### src/rtl/shift_pkg.sv
// Shared definitions for the pipelined barrel shifter: operation codes and a
// constant log2 helper used to size the amount field and the stage count.
package shift_pkg;

    typedef enum logic [1:0] {
        SHIFT_SLL = 2'b00,
        SHIFT_SRL = 2'b01,
        SHIFT_SRA = 2'b10,
        SHIFT_ROR = 2'b11
    } shift_op_e;

    // Ceiling log2; for the power-of-two widths used here this is exact.
    function automatic int clog2_f(input int value);
        int r;
        r = 0;
        while ((1 << r) < value) begin
            r = r + 1;
        end
        return r;
    endfunction

endpackage

### src/rtl/shift_stage.sv
// One registered stage of the barrel shifter. It applies mux levels
// FIRST_LEVEL .. FIRST_LEVEL+LEVELS-1 to the incoming word and holds its
// contents whenever the downstream side cannot take them.
module shift_stage
    import shift_pkg::*;
#(
    parameter int WIDTH       = 32,
    parameter int SHAMT_W     = 5,
    parameter int FIRST_LEVEL = 0,
    parameter int LEVELS      = 2
) (
    input  logic               clk_i,
    input  logic               rst_i,
    input  logic               valid_i,
    output logic               ready_o,
    input  logic [WIDTH-1:0]   data_i,
    input  logic [SHAMT_W-1:0] amt_i,
    input  shift_op_e          op_i,
    input  logic               fill_i,
    input  logic               ovs_i,
    output logic               valid_o,
    input  logic               ready_i,
    output logic [WIDTH-1:0]   data_o,
    output logic [SHAMT_W-1:0] amt_o,
    output shift_op_e          op_o,
    output logic               fill_o,
    output logic               ovs_o,
    output logic               zero_o
);

    localparam logic [WIDTH-1:0] ONES = '1;

    logic                     valid_q;
    logic [WIDTH-1:0]         data_q, data_d;
    logic [SHAMT_W-1:0]       amt_q;
    shift_op_e                op_q;
    logic                     fill_q, ovs_q, zero_q, zero_d;
    logic [LEVELS:0][WIDTH-1:0] lvl_data;

    assign lvl_data[0] = data_i;

    for (genvar g = 0; g < LEVELS; g++) begin : g_level
        localparam int SH = 1 << (FIRST_LEVEL + g);
        logic [WIDTH-1:0] src, res;

        assign src = lvl_data[g];

        // Single mux level: shift or rotate by SH when this amount bit is set.
        always_comb begin
            res = src;
            if (amt_i[FIRST_LEVEL + g]) begin
                case (op_i)
                    SHIFT_SLL: res = src << SH;
                    SHIFT_SRL: res = src >> SH;
                    SHIFT_SRA: res = (src >> SH) | ({WIDTH{fill_i}} & ~(ONES >> SH));
                    SHIFT_ROR: res = (src >> SH) | (src << (WIDTH - SH));
                    default:   res = src;
                endcase
            end
        end

        assign lvl_data[g+1] = res;
    end

    // Oversize forces the fill pattern; applying it in every stage is
    // idempotent, so the flag only needs to travel alongside the data.
    assign data_d  = (ovs_i && (op_i != SHIFT_ROR)) ? {WIDTH{fill_i}} : lvl_data[LEVELS];
    assign zero_d  = (data_d == '0);
    assign ready_o = !valid_q || ready_i;

    // Stage register: load when free or draining, otherwise hold.
    always_ff @(posedge clk_i) begin
        if (rst_i) begin
            valid_q <= 1'b0;
            data_q  <= '0;
            amt_q   <= '0;
            op_q    <= SHIFT_SLL;
            fill_q  <= 1'b0;
            ovs_q   <= 1'b0;
            zero_q  <= 1'b0;
        end else if (ready_o) begin
            valid_q <= valid_i;
            if (valid_i) begin
                data_q <= data_d;
                amt_q  <= amt_i;
                op_q   <= op_i;
                fill_q <= fill_i;
                ovs_q  <= ovs_i;
                zero_q <= zero_d;
            end
        end
    end

    assign valid_o = valid_q;
    assign data_o  = data_q;
    assign amt_o   = amt_q;
    assign op_o    = op_q;
    assign fill_o  = fill_q;
    assign ovs_o   = ovs_q;
    assign zero_o  = zero_q;

endmodule

### src/rtl/shift_pipe.sv
// Pipelined barrel shifter with valid/ready on both sides. Stage 0 decode
// (fill bit, oversize flag, effective amount) happens here; the shift levels
// are spread over NSTAGE bubble-collapsing registered stages.
module shift_pipe
    import shift_pkg::*;
#(
    parameter int WIDTH            = 32,
    parameter int SHAMT_IN_W       = 32,
    parameter int LEVELS_PER_STAGE = 2
) (
    input  logic                  CLK,
    input  logic                  RST,
    input  logic                  IN_VALID,
    output logic                  IN_READY,
    input  logic [WIDTH-1:0]      D,
    input  logic [SHAMT_IN_W-1:0] S,
    input  logic [1:0]            OP,
    output logic                  OUT_VALID,
    input  logic                  OUT_READY,
    output logic [WIDTH-1:0]      Y,
    output logic                  Z
);

    localparam int SHAMT_W = clog2_f(WIDTH);
    localparam int NSTAGE  = (SHAMT_W + LEVELS_PER_STAGE - 1) / LEVELS_PER_STAGE;

    // Index k is the input of stage k; index NSTAGE is the pipeline output.
    logic               vld_s  [0:NSTAGE];
    logic               rdy_s  [0:NSTAGE];
    logic [WIDTH-1:0]   data_s [0:NSTAGE];
    logic [SHAMT_W-1:0] amt_s  [0:NSTAGE];
    shift_op_e          op_s   [0:NSTAGE];
    logic               fill_s [0:NSTAGE];
    logic               ovs_s  [0:NSTAGE];
    logic [NSTAGE-1:0]  zero_s;
    logic               oversize;

    // WIDTH is a power of two, so S >= WIDTH is exactly "any bit above the
    // effective amount is set".
    if (SHAMT_IN_W > SHAMT_W) begin : g_ovs
        assign oversize = |S[SHAMT_IN_W-1:SHAMT_W];
    end else begin : g_no_ovs
        assign oversize = 1'b0;
    end

    assign vld_s[0]      = IN_VALID;
    assign data_s[0]     = D;
    assign amt_s[0]      = S[SHAMT_W-1:0];
    assign op_s[0]       = shift_op_e'(OP);
    assign fill_s[0]     = (op_s[0] == SHIFT_SRA) && D[WIDTH-1];
    assign ovs_s[0]      = oversize;
    assign rdy_s[NSTAGE] = OUT_READY;

    for (genvar k = 0; k < NSTAGE; k++) begin : g_stage
        localparam int FIRST = k * LEVELS_PER_STAGE;
        localparam int LV    = ((SHAMT_W - FIRST) < LEVELS_PER_STAGE) ?
                               (SHAMT_W - FIRST) : LEVELS_PER_STAGE;

        shift_stage #(
            .WIDTH       (WIDTH),
            .SHAMT_W     (SHAMT_W),
            .FIRST_LEVEL (FIRST),
            .LEVELS      (LV)
        ) u_stage (
            .clk_i   (CLK),
            .rst_i   (RST),
            .valid_i (vld_s[k]),
            .ready_o (rdy_s[k]),
            .data_i  (data_s[k]),
            .amt_i   (amt_s[k]),
            .op_i    (op_s[k]),
            .fill_i  (fill_s[k]),
            .ovs_i   (ovs_s[k]),
            .valid_o (vld_s[k+1]),
            .ready_i (rdy_s[k+1]),
            .data_o  (data_s[k+1]),
            .amt_o   (amt_s[k+1]),
            .op_o    (op_s[k+1]),
            .fill_o  (fill_s[k+1]),
            .ovs_o   (ovs_s[k+1]),
            .zero_o  (zero_s[k])
        );
    end

    assign IN_READY  = rdy_s[0] && !RST;
    assign OUT_VALID = vld_s[NSTAGE];
    assign Y         = data_s[NSTAGE];
    assign Z         = zero_s[NSTAGE-1];

    // Side-band fields leaving the last stage and the zero flags of inner
    // stages have no consumer.
    logic unused_tail;
    assign unused_tail = ^{amt_s[NSTAGE], op_s[NSTAGE], fill_s[NSTAGE], ovs_s[NSTAGE], zero_s};

endmodule
### config.mk
export PLATFORM = sky130hd
export DESIGN_NAME = shift_pipe
export DESIGN_NICKNAME = d
export VERILOG_FILES = /design/src/rtl/shift_pkg.sv /design/src/rtl/shift_stage.sv /design/src/rtl/shift_pipe.sv
export SDC_FILE = /design/constraint.sdc
export NUM_CORES = 1
export LEC_CHECK = 0
export BUFFER_PORTS_ARGS = -buffer_cell sky130_fd_sc_hd__buf_4
export CELL_PAD_IN_SITES_DETAIL_PLACEMENT = 1
export CELL_PAD_IN_SITES_GLOBAL_PLACEMENT = 1
export CORE_ASPECT_RATIO = 1.2
export CORE_UTILIZATION = 47
export CTS_CLUSTER_DIAMETER = 50
export DETAILED_ROUTE_END_ITERATION = 8
export PLACE_DENSITY = 0.95
export SLEW_MARGIN = 20
export SYNTH_ARGS = -nofsm -noshare
export SYNTH_HDL_FRONTEND = slang
export SYNTH_SLANG_ARGS = --single-unit
### constraint.sdc
create_clock -name CLK -period 3.9 [get_ports CLK]
set_clock_uncertainty 0.2 [all_clocks]
set_input_delay 0.195 -clock CLK [delete_from_list [all_inputs] [get_ports CLK]]
set_output_delay 0.195 -clock CLK [all_outputs]
set_load 0.005 [all_outputs]
==> out/qor.yml <==
rsz0062_at_grt: "false"
critPathLaunchType: "register"
synth_ff_type: "dfxtp_1"
syn_nets: 1162
crit_family: "simple AND/OR/NAND/NOR gates"
core-area_mm2: 0.01692
syn_avg_cell_area_um2: 7.450
path_clk_slew_ns: 0.09
cts_sinks: 112
routed_via_density: 6.572
worst_pin_slew_ns: 0.8028
tritoncts: "built"
wl_um: 27310
globalplace.congestion: 0.9723
peakVddDrop_v: 0.0002146
num_antenna_cells: 0
finalSetupTns_ns: 0
first_pass_iters: 7
io_pins: 105
cp_cell_sequence: "nand2_1, nand2_1, buf_4, nor2_1, nor2_1, o21ai_0, a21oi_1"
slew_viol_final: 0
die_y_um: 146.1
synth_edf_count: 0
ys_ff_latch: 112
grt_pass1_wl_um: 44840
vias: 8623
start_util_pct: 48.09
fin_crit_sh_pct: 71.72
htreeDepth: 3
cts_made_buffers: 9
grt_pass1_vias: 8623
netlist_area_mm2: 0.008135
multi_input_area_mm2: 0.005160
ys_seq_area_share_pct: 27.56
drv_cap: 0
hold_violations: 0
worstSetupPathType: "reg2reg"
grt_usage_pct: 31.06
cp.required_ns: 3.99
async_flop_share_pct: 0
wl_per_cell_um: 20.82
holdCritPathClass: "in2reg"
drive_gt1_share_pct: 19.25
path_buf_inv: 1
path_max_fanout: 22
period_minus_slack_ns: 2.797
drt_iter0_drc: 796
antenna_found_initial: 0
fp-row-count: 52
remaining_drc_errors: 0
cts-root-buf: "clkbuf_16"
fmax_mhz: 357.5
fill_cells: 2097
status: "finished, final reports clean"
clock_latency_ns: 0.37
grt_overflow: 0
post_cts_buffers: 0
power-per-cell-area_mw_per_mm2: 331.8
nNetsFinal: 1161
relSlewSlack_pct: 46.48
ys_warn_count: 0
place_inst: 1290
ant_nets: 0
seq_area_mm2: 0.002243
utilization_pct: 53.32
die_area_mm2: 0.01784
stdcell_count: 1312
cp_slowest_cell: "dfxtp_1"
port_buffers: 104
synth_cell_types: 61
dpl.hpwl_um: 19660
cp-end-kind: "register"
syn2layout_area_growth_pct: 10.87
die_w_um: 122.1
syn_inst: 1092
leakagePower_nw: 3.507
worstPathArrival_ns: 2.89
cpPeakStageDelay_ns: 0.79
finalSetupViolCount: 0
grt_max_degree: 63
cts_buffer_depth: 2
[flip-flops by register name, summed over array words and instances (netlist names)]
name and flops:
g_stage.u_stage.valid_o 3, g_stage.u_stage.op_o 4, g_stage.u_stage.ovs_o 2, g_stage.u_stage.fill_o 2, g_stage.u_stage.data_o 96, g_stage.u_stage.zero_o 1, g_stage.u_stage.amt_o 4
[cells in the mapped netlist (16+ instances only)]
cell	instances	area, um^2
a21oi_1	129	645.6
a311oi_1	24	210.2
a31oi_1	27	168.9
buf_2	16	80.08
buf_4	35	262.8
clkbuf_1	73	274.0
dfxtp_1	112	2242
mux4_2	27	608.1
nand2_1	172	645.6
nand2b_1	20	125.1
nand3_1	27	135.1
nor2_1	93	349.1
o211a_1	26	260.3
o211ai_1	21	157.7
o21ai_0	106	530.5
[logic make-up after synthesis]
group	after synthesis	synth area share (%)
xor+xnor	2	0.2154
flops	112	27.56
compound gates	416	33.33
simple gates	361	19.53
buf+inv	154	9.289
mux	47	10.07
[cells in the final DEF (no fill, tap or decap), types with 7 or more instances in the layout]
master / n
nand2_1: 172
a21oi_1: 128
buf_4: 123
dfxtp_1: 111
o21ai_0: 106
nor2_1: 91
mux4_2: 27
nand3_1: 27
o211a_1: 26
a31oi_1: 26
a311oi_1: 24
o211ai_1: 21
nand2b_1: 20
a211o_1: 14
o221a_2: 14
mux2i_1: 11
nor4_1: 11
inv_1: 10
mux2_2: 9
clkbuf_16: 9
a211oi_1: 7
a21o_1: 7
[metrics by stage]
| stage | hold WS (ns) | instance area (um^2) | setup slack (ns) | power, mW |
|---|---|---|---|---|
| floorplan | 0.1310 | 8135 | 1.837 | 1.798 |
| global placement | 0.2478 | 8658 | 1.278 | 2.013 |
| detailed placement | 0.2529 | 8658 | 1.161 | 2.043 |
| CTS | 0.01259 | 9016 | 1.143 | 2.984 |
| global route | 0.04051 | 9020 | 0.9192 | 3.119 |
| finish | 0.01007 | 9020 | 1.103 | 2.993 |
[cell type report]
type / instances / share of cell area (%)
multi-input cells: 826 / 57.21
inverters: 12 / 0.4994
clock buffers: 9 / 2.497
repair buffers: 130 / 11.12
flip-flops and latches: 112 / 24.87
clock inverters: 7 / 0.8045
well taps: 216 / 2.996
[power by group]
part           total [mW]  switching (mW)  internal (mW)  leakage, nW
clock               0.951           0.493          0.458        0.149
combinational       0.745           0.426          0.318         2.44
sequential           1.30          0.0887           1.21        0.920
[worst reg2reg max path, delay by kind of cell (launching register included)]
family | cells | cell delay, ns
compound gates | 2 | 0.39
simple gates | 4 | 1.11
buf+inv | 1 | 0.24
flops | 1 | 0.79
[per-layer routing]
| metal | up-vias | share of wire [%] | GRT usage (%) |
|---|---|---|---|
| li1 | 3978 | - | - |
| met1 | 4240 | 40 | 36.49 |
| met2 | 317 | 52 | 55.62 |
| met3 | 88 | 3.9 | 3.203 |
| met4 | 0 | 4.0 | 14.63 |
| met5 | - | 0 | 0 |
[timing repair]
item                      in CTS  in global routing
hold buffers                   6                  0
gates resized for setup        0                  0
hold endpoints to repair       6                  0
[final timing paths]
| kind | startpoint | end | slack (ns) | cells past startpoint |
|---|---|---|---|---|
| max | g_stage[0].u_stage.op_o[0]$_SDFFE_PP0P_ | g_stage[1].u_stage.data_o[6]$_SDFFE_PP0P_ | 1.10 | 7 |
| min | OUT_READY | g_stage[2].u_stage.valid_o$_SDFFE_PP0P_ | 0.01 | 4 |
| max reg2reg | g_stage[0].u_stage.op_o[0]$_SDFFE_PP0P_ | g_stage[1].u_stage.data_o[6]$_SDFFE_PP0P_ | 1.10 | 7 |
| min reg2reg | g_stage[0].u_stage.amt_o[4]$_SDFFE_PP0P_ | g_stage[0].u_stage.amt_o[4]$_SDFFE_PP0P_ | 0.27 | 2 |
Note: power is estimated with default switching activity, not from simulation.
